==> src/rtl/fec_burst_scheduler_if.sv <==
// Serial source stream in and FEC encoder stream out of the burst scheduler.
// master is the scheduler side; slave is the randomizer/MAC plus FEC encoder side.
interface fec_burst_scheduler_if;
   logic src_valid;
   logic src_data;
   logic src_last;
   logic src_ready;
   logic fec_ready;
   logic fec_valid;
   logic fec_data;

   modport master (
      input  src_valid, src_data, src_last, fec_ready,
      output src_ready, fec_valid, fec_data
   );

   modport slave (
      output src_valid, src_data, src_last, fec_ready,
      input  src_ready, fec_valid, fec_data
   );
endinterface

==> src/rtl/fec_burst_scheduler.sv <==
// Packs the serial payload into gap-free BLOCK_BITS FEC blocks, zero-pads early-terminated
// bursts, inserts an idle gap after each burst and reports progress and errors.
module fec_burst_scheduler #(
   parameter int unsigned BLOCK_BITS = 96,
   parameter int unsigned GAP_CYCLES = 4,
   parameter int unsigned CNT_W      = 8
) (
   input  logic                      clk_50MHz,
   input  logic                      rst_n,
   input  logic                      start,
   input  logic [CNT_W-1:0]          cfg_blocks,
   fec_burst_scheduler_if.master     bus,
   output logic                      busy,
   output logic [CNT_W-1:0]          block_count,
   output logic                      burst_done,
   input  logic                      err_clr,
   output logic [1:0]                err_status
);

   localparam int unsigned BitW = $clog2(BLOCK_BITS);
   localparam int unsigned GapW = $clog2(GAP_CYCLES + 1);
   localparam logic [BitW-1:0]  LastBit = BitW'(BLOCK_BITS - 1);
   localparam logic [GapW-1:0]  GapEnd  = GapW'(GAP_CYCLES);
   localparam logic [CNT_W-1:0] CntMax  = '1;

   typedef enum logic [1:0] {StIdle, StStream, StPad, StGap} state_e;

   state_e           state_q, state_d;
   logic [BitW-1:0]  bit_cnt_q, bit_cnt_d;
   logic [CNT_W-1:0] blk_cnt_q, blk_cnt_d;
   logic [CNT_W-1:0] n_q, n_d;
   logic [GapW-1:0]  gap_cnt_q, gap_cnt_d;
   logic             fec_valid_q, fec_valid_d;
   logic             fec_data_q, fec_data_d;
   logic             burst_done_q, burst_done_d;
   logic [1:0]       err_q, err_d;

   logic start_acc, slot_state, abort, slot, last_bit, last_acc, blk_last;

   always_comb begin
      start_acc  = (state_q == StIdle) && start && bus.fec_ready;
      slot_state = (state_q == StStream) || (state_q == StPad);
      abort      = slot_state && !bus.fec_ready;
      slot       = slot_state && bus.fec_ready;
      last_bit   = (bit_cnt_q == LastBit);
      last_acc   = (state_q == StStream) && bus.src_valid && bus.src_last;
      blk_last   = (({1'b0, blk_cnt_q} + (CNT_W + 1)'(1)) == {1'b0, n_q});
   end

   always_ff @(posedge clk_50MHz or negedge rst_n) begin
      if (!rst_n) begin
         state_q <= StIdle;
      end else begin
         state_q <= state_d;
      end
   end

   always_comb begin
      state_d = state_q;
      unique case (state_q)
         StIdle: begin
            if (start_acc && (cfg_blocks != '0)) state_d = StStream;
         end
         StStream: begin
            if (abort) begin
               state_d = StIdle;
            end else if (last_bit) begin
               if (last_acc || blk_last) state_d = StGap;
            end else if (last_acc) begin
               state_d = StPad;
            end
         end
         StPad: begin
            if (abort) begin
               state_d = StIdle;
            end else if (last_bit) begin
               state_d = StGap;
            end
         end
         StGap: begin
            // One extra GAP cycle covers the registered output of the final slot.
            if (gap_cnt_q == GapEnd) state_d = StIdle;
         end
         default: state_d = StIdle;
      endcase
   end

   always_comb begin
      bit_cnt_d    = bit_cnt_q;
      blk_cnt_d    = blk_cnt_q;
      n_d          = n_q;
      gap_cnt_d    = '0;
      fec_valid_d  = 1'b0;
      fec_data_d   = 1'b0;
      burst_done_d = 1'b0;

      if (start_acc) begin
         n_d          = cfg_blocks;
         blk_cnt_d    = '0;
         bit_cnt_d    = '0;
         burst_done_d = (cfg_blocks == '0);
      end

      if (slot) begin
         fec_valid_d = 1'b1;
         fec_data_d  = (state_q == StStream) && bus.src_valid && bus.src_data;
         bit_cnt_d   = last_bit ? '0 : bit_cnt_q + BitW'(1);
         if (last_bit && (blk_cnt_q != CntMax)) blk_cnt_d = blk_cnt_q + CNT_W'(1);
      end

      if (state_q == StGap) begin
         gap_cnt_d    = gap_cnt_q + GapW'(1);
         burst_done_d = (gap_cnt_q == GapEnd);
      end

      // A fresh error event wins over a simultaneous clear.
      err_d = (err_clr ? 2'b00 : err_q) |
              {abort, (state_q == StStream) && bus.fec_ready && !bus.src_valid};
   end

   always_ff @(posedge clk_50MHz or negedge rst_n) begin
      if (!rst_n) begin
         bit_cnt_q    <= '0;
         blk_cnt_q    <= '0;
         n_q          <= '0;
         gap_cnt_q    <= '0;
         fec_valid_q  <= 1'b0;
         fec_data_q   <= 1'b0;
         burst_done_q <= 1'b0;
         err_q        <= 2'b00;
      end else begin
         bit_cnt_q    <= bit_cnt_d;
         blk_cnt_q    <= blk_cnt_d;
         n_q          <= n_d;
         gap_cnt_q    <= gap_cnt_d;
         fec_valid_q  <= fec_valid_d;
         fec_data_q   <= fec_data_d;
         burst_done_q <= burst_done_d;
         err_q        <= err_d;
      end
   end

   assign bus.src_ready = (state_q == StStream);
   assign bus.fec_valid = fec_valid_q;
   assign bus.fec_data  = fec_data_q;
   assign busy          = (state_q != StIdle);
   assign block_count   = blk_cnt_q;
   assign burst_done    = burst_done_q;
   assign err_status    = err_q;

endmodule
==> src/flat_wrapper.sv <==
// flat-port wrapper written by rule: the top's interface ports become plain ports
module fec_burst_scheduler_flat 
#(
   parameter int unsigned BLOCK_BITS = 96,
   parameter int unsigned GAP_CYCLES = 4,
   parameter int unsigned CNT_W      = 8
)
  (clk_50MHz, rst_n, start, cfg_blocks, busy, block_count, burst_done, err_clr, err_status, bus_src_valid, bus_src_data, bus_src_last, bus_fec_ready, bus_src_ready, bus_fec_valid, bus_fec_data);
  fec_burst_scheduler_if bus_i ();
  input  logic clk_50MHz;
  input  logic rst_n;
  input  logic start;
  input  logic [CNT_W-1:0] cfg_blocks;
  output logic busy;
  output logic [CNT_W-1:0] block_count;
  output logic burst_done;
  input  logic err_clr;
  output logic [1:0] err_status;
  input wire logic [$bits(bus_i.src_valid)-1:0] bus_src_valid;
  input wire logic [$bits(bus_i.src_data)-1:0] bus_src_data;
  input wire logic [$bits(bus_i.src_last)-1:0] bus_src_last;
  input wire logic [$bits(bus_i.fec_ready)-1:0] bus_fec_ready;
  output wire logic [$bits(bus_i.src_ready)-1:0] bus_src_ready;
  output wire logic [$bits(bus_i.fec_valid)-1:0] bus_fec_valid;
  output wire logic [$bits(bus_i.fec_data)-1:0] bus_fec_data;
  assign bus_i.src_valid = bus_src_valid;
  assign bus_i.src_data = bus_src_data;
  assign bus_i.src_last = bus_src_last;
  assign bus_i.fec_ready = bus_fec_ready;
  assign bus_src_ready = bus_i.src_ready;
  assign bus_fec_valid = bus_i.fec_valid;
  assign bus_fec_data = bus_i.fec_data;
  fec_burst_scheduler #(.BLOCK_BITS(BLOCK_BITS), .GAP_CYCLES(GAP_CYCLES), .CNT_W(CNT_W)) u_core (.clk_50MHz(clk_50MHz), .rst_n(rst_n), .start(start), .cfg_blocks(cfg_blocks), .bus(bus_i), .busy(busy), .block_count(block_count), .burst_done(burst_done), .err_clr(err_clr), .err_status(err_status));
endmodule
==> config.mk <==
export PLATFORM = sky130hd
export DESIGN_NAME = fec_burst_scheduler_flat
export DESIGN_NICKNAME = d
export VERILOG_FILES = /design/src/rtl/fec_burst_scheduler_if.sv /design/src/rtl/fec_burst_scheduler.sv /design/src/flat_wrapper.sv
export SDC_FILE = /design/constraint.sdc
export NUM_CORES = 1
export LEC_CHECK = 0
export ABC_AREA = 1
export CAP_MARGIN = 20
export CORE_UTILIZATION = 57
export CTS_CLUSTER_DIAMETER = 30
export DETAILED_ROUTE_END_ITERATION = 10
export PLACE_DENSITY_LB_ADDON = 0.08
export SYNTH_ARGS = -nofsm -noshare
export SYNTH_HDL_FRONTEND = slang
export SYNTH_SLANG_ARGS = --single-unit
==> constraint.sdc <==
create_clock -name clk_50MHz -period 3.1 [get_ports clk_50MHz]
set_clock_uncertainty 0.05 [all_clocks]
set_input_delay 0.465 -clock clk_50MHz [delete_from_list [all_inputs] [get_ports clk_50MHz]]
set_output_delay 0.465 -clock clk_50MHz [all_outputs]
set_load 0.01 [all_outputs]
-- Word level (Yosys, flattened, before mapping)
Cells that the tools add are included.
- reduce and logical (&&, ||, !) cells: 21
- eq/ne operators: 12
- add/sub/neg operators: 4
- muxes and demuxes: 21
- bitwise operators: 1
- operators with widths (kind ; count):
    2-to-1 mux 8 bit ; 3
    2-to-1 mux 7 bit ; 3
    2-to-1 mux 2 bit ; 9
    logical AND 1 bit ; 11
    adder 8 x 1 -> 9 bit, second input constant ; 1
    == test 9 x 8 -> 1 bit ; 1
    adder 8 x 1 -> 8 bit, second input constant ; 1
    logical NOT 8 bit ; 1
    inequality test 8 bit, second input constant ; 1
    case mux 2 bit (4 select lines) ; 1
    nonzero test 8 bit ; 1
    adder 7 x 1 -> 7 bit, second input constant ; 1
    == test 7 bit, second input constant ; 1
    AND reduction 5 bit ; 1
    == test 2 bit, second input constant ; 2
    2-to-1 mux 1 bit ; 4
    inequality test 4 x 1 -> 1 bit, second input constant ; 1
    inequality test 4 x 3 -> 1 bit, second input constant ; 1
    nonzero test 2 bit ; 2
    adder 3 x 1 -> 3 bit, second input constant ; 1
    == test 3 bit, second input constant ; 1
    2-to-1 mux 3 bit ; 1
    inequality test 3 x 1 -> 1 bit, second input constant ; 1
    == test 2 x 1 -> 1 bit, second input constant ; 1
    6 further kinds ; 8
- input bits: 16
- register bits after elaboration: 33

-- Longest topological paths before layout
Gate-level depths: netlist of run 1.
- depth after elaboration: 8
- depth in mapped cells: 14

-- Worst setup path after synthesis of run 1
OpenSTA, ideal clock, no wires.
- path type: register -> register
- start point: register u_core.blk_cnt_q[0], in the netlist u_core.block_count[0]
- end point: register u_core.state_q[0]
- path slack: 1396 ps
- period minus slack after synthesis: 1704 ps
- cell stages (with the launch flop): 12
- path buffers: 0
- arrival: 1538 ps
- cells stage by stage: dfrtp_1 > ha_1 > xnor2_1 > nand2_1 > nor2_1 > nand2_1 > nor2_1 > nand3_2 > nand2_2 > nand2_2 > nand2_1 > nand2_1
- cells in the longest elaborated chain, start to end: 5
- ends and longest elaborated chain (item ; RTL line ; text):
    start, declared ; fec_burst_scheduler.sv:30 ; logic [CNT_W-1:0] blk_cnt_q, blk_cnt_d;
    start signal, assigned ; fec_burst_scheduler.sv:133 ; blk_cnt_q <= blk_cnt_d;
    adder 8 x 1 -> 9 bit ; fec_burst_scheduler.sv:47 ; blk_last = (({1'b0, blk_cnt_q} + (CNT_W + 1)'(1)) == {1'b0, n_q});
    == test 9 x 8 -> 1 bit ; fec_burst_scheduler.sv:47 ;
    logical OR 1 bit ; fec_burst_scheduler.sv:68 ; if (last_acc || blk_last) state_d = StGap;
    inequality test 4 x 3 -> 1 bit (no line) ; n/a ;
    AND reduction 5 bit (no line) ; n/a ;
    end signal, assigned ; fec_burst_scheduler.sv:52 ; state_q <= StIdle;
    end signal, assigned ; fec_burst_scheduler.sv:54 ; state_q <= state_d;
    end, declared ; fec_burst_scheduler.sv:28 ; state_e state_q, state_d;
Every way passes these cells.
A chain may end at the register's enable or synchronous reset.

-- Worst setup path in the final report of run 1
- start point: register u_core.state_q[0]
- end point: output port busy
- cells in the longest elaborated chain, start to end: 1
- ends and longest elaborated chain (item ; RTL line ; text):
    nonzero test 2 bit ; fec_burst_scheduler.sv:146 ; assign busy = (state_q != StIdle);
    end, declared ; flat_wrapper.sv:14 ; output logic busy;
Every way passes these cells.

==> results.py, run 1 <==
metrics = {
    "die": {
        "die_w_um": 60.1,
        "initial_core_util": 0.615,
        "die-area_um2": 3610,
        "fp-row-count": 20,
        "io_pins": 31,
        "core_area_um2": 3130,
        "die_y_um": 60.1,
    },
    "synthesis": {
        "seq_area_frac_synth": 0.429,
        "yosys_warnings": 0,
        "synth_cells": 240,
        "syn-num-nets": 264,
        "avgSynthCellArea_um2": 8.01,
        "netlist_area_um2": 1920,
        "yosysUniqueCellTypes": 30,
        "synth_seq_cells": 33,
    },
    "worst_setup_path": {
        "cp.arrival_ps": 1760,
        "worst_ep_required_time_ps": 2580,
        "max_stage_delay_ps": 560,
        "worst_path_most_repeated_cell": "inv_1",
        "worstSetupStartpointType": "flip-flop",
        "cp_max_fo": 4,
        "crit_buf_inv": 3,
        "crit_chain": "inv_1 -> ha_1 -> inv_1 -> clkdlybuf4s50_1",
        "crit_family": "buffers and inverters",
        "cp-end-kind": "output port",
        "critPathKind": "reg2out",
        "slowest_stage": "clkdlybuf4s50_1",
    },
    "power_and_ir_drop": {
        "switching_share": 0.386,
        "vdd_drop_max_v": 0.000390,
        "clock_power_share": 0.158,
        "switchingPower_w": 0.000553,
        "power_frac_comb": 0.402,
        "powerDensity_nw_per_um2": 612,
        "p_int_w": 0.000878,
        "power_leakage_nw": 1.13,
        "seqPwrFrac": 0.439,
    },
    "layout": {
        "layout.nets": 301,
        "drive_above_1_share": 0.112,
        "postLayoutCellArea_um2": 2340,
        "fill_cells": 264,
        "areaGrowthSynthToFinish_pct": 21.5,
        "utilization": 0.747,
        "final_cells": 322,
        "antenna_cells": 0,
    },
    "routing": {
        "drt_iter0_markers": 105,
        "postRouteAntennaNets": 0,
        "wl_per_cell_um": 11.8,
        "num_vias": 1661,
        "routed_wirelength_um": 3810,
        "via_per_inst": 5.16,
        "drc": 0,
        "dr.pass1.iters": 4,
    },
    "placement": {
        "place.gp.congestion": 0.862,
        "dpl.hpwl_um": 2950,
        "port_buffers": 30,
        "place_area_um2": 2290,
        "post-place-cells": 314,
    },
    "clock_tree": {
        "tritoncts": "yes",
        "cts.htree.levels": 2,
        "clk_pin_slew_worst_paths_ps": 100,
        "clock_latency_ps": 340,
        "numCtsBuffers": 5,
        "postCtsResizedCells": 0,
        "postCtsHoldBufs": 0,
        "cts_buffer_depth": 2,
        "clock-root-buffer": "clkbuf_4",
        "cts_setup_buffers": 0,
        "cts.sinks": 33,
    },
    "grt": {
        "grt_use_total": 0.250,
        "grt_pass1_vias": 1574,
        "grt_pass1_wl_um": 6530,
        "grt_overflow": 0,
        "grt_max_degree": 34,
        "antenna_found_initial": 0,
    },
    "timing": {
        "grt_setup_unrepaired": "false",
        "period_minus_slack_ps": 2280,
        "worst_slew_margin_rel": 0.730,
        "max_freq_mhz": 440,
        "slew_violations": 0,
        "worst_pin_slew_ps": 406,
        "setup_violations": 0,
        "setup_tns_ps": 0,
        "hold_ws_ps": 421,
        "period_share": 0.734,
        "hold_viol": 0,
    },
    "flow_run": {
        "cap_violations": 0,
    },
    "hold_path": {
        "hp-class": "reg2reg",
    },
    "run_status": {
        "outcome": "finished, final reports clean",
    },
}
cell usage in the layout, fill, tap and decap left out, types with 8 or more instances in the layout:
cell type         n
nand3_1          24
inv_1            42
dfrtp_1          33
o21ai_0          11
clkdlybuf4s50_1  30
nand2_2           9
ha_1              8
nand2_1          51
nor2_1           14
o22ai_1           9
final timing paths:
| check | start | end | slack, ps | depth (start not counted) |
|---|---|---|---|---|
| hold reg to reg | u_core.gap_cnt_q[0] | u_core.gap_cnt_q[0] | 420 | 1 |
| setup reg to reg | u_core.block_count[0] | u_core.state_q[1] | 1240 | 14 |
| max in group asynchronous | rst_n | u_core.n_q[5] | 2230 | 2 |
| hold / removal | u_core.gap_cnt_q[0] | u_core.gap_cnt_q[0] | 420 | 1 |
| min in group asynchronous | rst_n | u_core.block_count[0] | 470 | 2 |
| setup / recovery | u_core.state_q[0] | busy | 820 | 4 |
power by group through the flow:
stage                     clock (W)  sequential [W]  combinational [W]
after floorplan                   0        0.000623           0.000393
after global placement            0        0.000632           0.000564
after detailed placement          0        0.000637           0.000572
after CTS                  0.000234        0.000628           0.000578
after global routing       0.000253        0.000645           0.000662
final                      0.000227        0.000629           0.000576
worst register-to-register path, stage by stage (launching register included):
cell and delay (ps):
dfrtp_1 520, ha_1 260, nand2_2 100, inv_1 110, nand2_2 70, nand2_2 80, nand2_1 50, nand2_1 60
nand2_1 60, nor2_2 100, nand3_2 70, nand2_2 80, nand2_2 50, nand2_1 60, nand2_1 40
per-stage QoR:
step | worst slack (ps) | power [W]
floorplan | 1400 | 0.00102
global placement | 1120 | 0.00120
detailed placement | 1070 | 0.00121
CTS | 817 | 0.00144
global route | 733 | 0.00156
finish | 825 | 0.00143
per-layer routing:
metal | routed length (µm) | GRT usage | up-vias | share of wire
met5 | 0 | 0 | - | 0
met4 | 95 | 0.126 | 0 | 0.025
met3 | 139 | 0.0519 | 12 | 0.036
met2 | 1680 | 0.397 | 35 | 0.44
met1 | 1890 | 0.321 | 763 | 0.50
li1 | - | - | 851 | -
final cells by class:
class,count,area [µm²],area share
clock buffer,6,41.3,0.0177
clock inverter,2,10.0,0.00428
inverter,44,166,0.0712
multi-input combinational,161,923,0.395
sequential,33,826,0.353
tap,44,55.1,0.0236
timing repair buffer,32,315,0.135
cells in the mapped netlist:
master	count	area, µm²
nand2_1	51	191
inv_1	42	158
dfrtp_1	33	826
nand3_1	24	120
nor2_1	14	52.6
o21ai_0	11	55.1
nand2_2	9	56.3
o22ai_1	9	56.3
ha_1	8	100
a21oi_1	5	25.0
nand4_1	3	18.8
o21ai_1	3	15.0
xnor2_1	3	26.3
xor2_1	3	26.3
clkbuf_1	2	7.51
nand3_2	2	20.0
nor2_2	2	12.5
nor2_4	2	22.5
o21bai_1	2	15.0
o32ai_1	2	17.5
a21boi_0	1	7.51
a21oi_2	1	8.76
a32o_1	1	10.0
clkinv_2	1	5.00
inv_2	1	3.75
nand3b_1	1	7.51
nand3b_4	1	20.0
nand4_2	1	12.5
nor3_2	1	10.0
nor3_4	1	16.3
registers in the layout, summed over array words and instances, names as in the netlist:
name                  cells
u_core.bit_cnt_q          7
u_core.block_count        8
u_core.burst_done         1
u_core.bus.fec_data       1
u_core.bus.fec_valid      1
u_core.err_status         2
u_core.gap_cnt_q          3
u_core.n_q                8
u_core.state_q            2
cells by family after synthesis:
group | synth area share
and+or+nand+nor | 0.291
buffers and inverters | 0.0904
AOI/OAI and AO/OA | 0.109
DFF | 0.429
adders and majority gates | 0.0521
xor gates and xnor gates | 0.0273
(Power assumes the default switching activity.)
==> run 2, diff against run 1 <==
--- a/config.mk
+++ b/config.mk
@@ -7,7 +7,7 @@
 export LEC_CHECK = 0
 export ABC_AREA = 1
 export CAP_MARGIN = 20
-export CORE_UTILIZATION = 57
+export CORE_UTILIZATION = 53
 export CTS_CLUSTER_DIAMETER = 30
 export DETAILED_ROUTE_END_ITERATION = 10
 export PLACE_DENSITY_LB_ADDON = 0.08
==> constraint.sdc (replaced) <==
create_clock -name clk_50MHz -period 2.37 [get_ports clk_50MHz]
set_clock_uncertainty 0.05 [all_clocks]
set_input_delay 0.3555 -clock clk_50MHz [delete_from_list [all_inputs] [get_ports clk_50MHz]]
set_output_delay 0.3555 -clock clk_50MHz [all_outputs]
set_load 0.01 [all_outputs]
==> results.py, run 2 (synthesis results as in run 1) <==
metrics = {
    "power_and_ir_drop": {
        "vdd_drop_max_v": 0.000489,
        "powerDensity_nw_per_um2": 825,
        "power_leakage_nw": 1.14,
    },
    "placement": {
        "port_buffers": 30,
        "place.gp.congestion": 0.826,
        "dpl.hpwl_um": 2950,
    },
    "layout": {
        "regArea_um2": 826,
        "mostFrequentLayoutCells": "nand2_1 (51), inv_1 (42), dfrtp_1 (33), clkdlybuf4s50_1 (30), nand3_1 (24)",
        "areaGrowthSynthToFinish_pct": 22.6,
        "multi_input_area_um2": 923,
        "antenna_cells": 0,
        "drive_above_1_share": 0.115,
        "mostFrequentLayoutCell": "nand2_1",
        "fill_cells": 295,
        "layout.nets": 301,
    },
    "routing": {
        "postRouteAntennaNets": 0,
        "num_vias": 1682,
        "via_per_inst": 5.19,
        "wl_per_cell_um": 12.1,
        "routed_wirelength_um": 3940,
        "drt_iter0_markers": 106,
        "drc": 0,
        "dr.pass1.iters": 4,
    },
    "clock_tree": {
        "cts_setup_buffers": 0,
        "cts.sinks": 33,
        "postCtsHoldBufs": 0,
        "cts.htree.levels": 2,
        "clk_pin_slew_worst_paths_ps": 100,
        "postCtsResizedCells": 0,
        "tritoncts": "yes",
        "clock_latency_ps": 340,
        "cts_buffer_depth": 2,
        "numCtsBuffers": 5,
        "clock-root-buffer": "clkbuf_4",
    },
    "hold_path": {
        "hp-class": "in2async",
    },
    "die": {
        "die_y_um": 62.2,
        "core_area_um2": 3420,
        "fp-row-count": 21,
        "die-area_um2": 3870,
        "initial_core_util": 0.563,
        "die_w_um": 62.2,
        "io_pins": 31,
    },
    "worst_setup_path": {
        "worstSetupEndpoint": "busy",
        "crit_chain": "inv_1 -> ha_1 -> inv_1 -> clkdlybuf4s50_1",
        "critPathKind": "reg2out",
        "cp-startpoint": "u_core.state_q[0]",
        "worstSetupStartpointType": "flip-flop",
        "cp_max_fo": 4,
        "slowest_stage": "clkdlybuf4s50_1",
        "cp-end-kind": "output port",
        "reg2reg_depth": 14,
        "timing.rr.end": "u_core.state_q[0]",
        "cp.arrival_ps": 1720,
        "worst_path_most_repeated_cell": "inv_1",
        "r2r_slack_ps": 510,
        "worst_ep_required_time_ps": 1960,
        "max_stage_delay_ps": 540,
        "r2r_start": "u_core.block_count[0]",
    },
    "timing": {
        "period_share": 0.897,
        "hold_ws_ps": 362,
        "period_minus_slack_ps": 2130,
        "max_freq_mhz": 471,
        "slew_violations": 0,
        "grt_setup_unrepaired": "false",
        "worst_pin_slew_ps": 419,
        "setup_violations": 0,
        "setup_tns_ps": 0,
        "hold_viol": 0,
        "worst_slew_margin_rel": 0.721,
    },
    "grt": {
        "grt_max_degree": 34,
        "grt_use_total": 0.239,
        "antenna_found_initial": 0,
        "grt_pass1_vias": 1682,
        "grt_overflow": 0,
        "grt_pass1_wl_um": 7290,
    },
    "run_status": {
        "outcome": "finished, final reports clean",
    },
    "flow_run": {
        "cap_violations": 0,
    },
}
==> run 2: layout make-up <==
| type | instances | share of cell area |
|---|---|---|
| inverters | 44 | 0.0706 |
| clock buffers | 7 | 0.0276 |
| flip-flops and latches | 33 | 0.350 |
| multi-input cells | 161 | 0.392 |
| repair buffers | 32 | 0.134 |
| clock inverters | 1 | 0.00212 |
| well taps | 46 | 0.0244 |
==> run 2: critical path: cells and delay by family (launching register included) <==
family	cells	cell delay, ps
DFF	1	410
adders and majority gates	1	240
buffers and inverters	3	730
==> run 2: metal layers <==
metal | up-vias | share of wire | global-route usage
li1 | 851 | - | -
met1 | 785 | 0.48 | 0.317
met2 | 40 | 0.46 | 0.375
met3 | 6 | 0.050 | 0.0607
met4 | 0 | 0.015 | 0.0930
met5 | - | 0 | 0
==> run 2: worst min path at each step <==
stage               slack (ps)               endpoint                 from
floorplan                   10    u_core.bit_cnt_q[0]                rst_n
global placement           400    u_core.gap_cnt_q[0]  u_core.gap_cnt_q[0]
detailed placement         410    u_core.gap_cnt_q[0]  u_core.gap_cnt_q[0]
CTS                        380  u_core.block_count[1]                rst_n
global route               400   u_core.bus.fec_valid                rst_n
finish                     360  u_core.block_count[1]                rst_n
==> run 2: report_power, final <==
part / switching (W) / internal [W] / leakage (nW)
Sequential: 0.000109 / 0.000705 / 0.438
Clock: 0.000197 / 0.000172 / 0.0413
Combinational: 0.000430 / 0.000332 / 0.660
==> run 2: stage by stage <==
| step | cells | power (W) | instance area [µm²] | utilization | setup WS, ps |
|---|---|---|---|---|---|
| final | 324 | 0.00195 | 2360 | 0.690 | 245 |
| after global routing | 324 | 0.00211 | 2360 | 0.690 | 123 |
| after CTS | 324 | 0.00196 | 2360 | 0.690 | 230 |
| after detailed placement | 316 | 0.00159 | 2290 | 0.670 | 439 |
| after global placement | 316 | 0.00157 | 2290 | 0.670 | 525 |
| after floorplan | 240 | 0.00133 | 1920 | - | 666 |
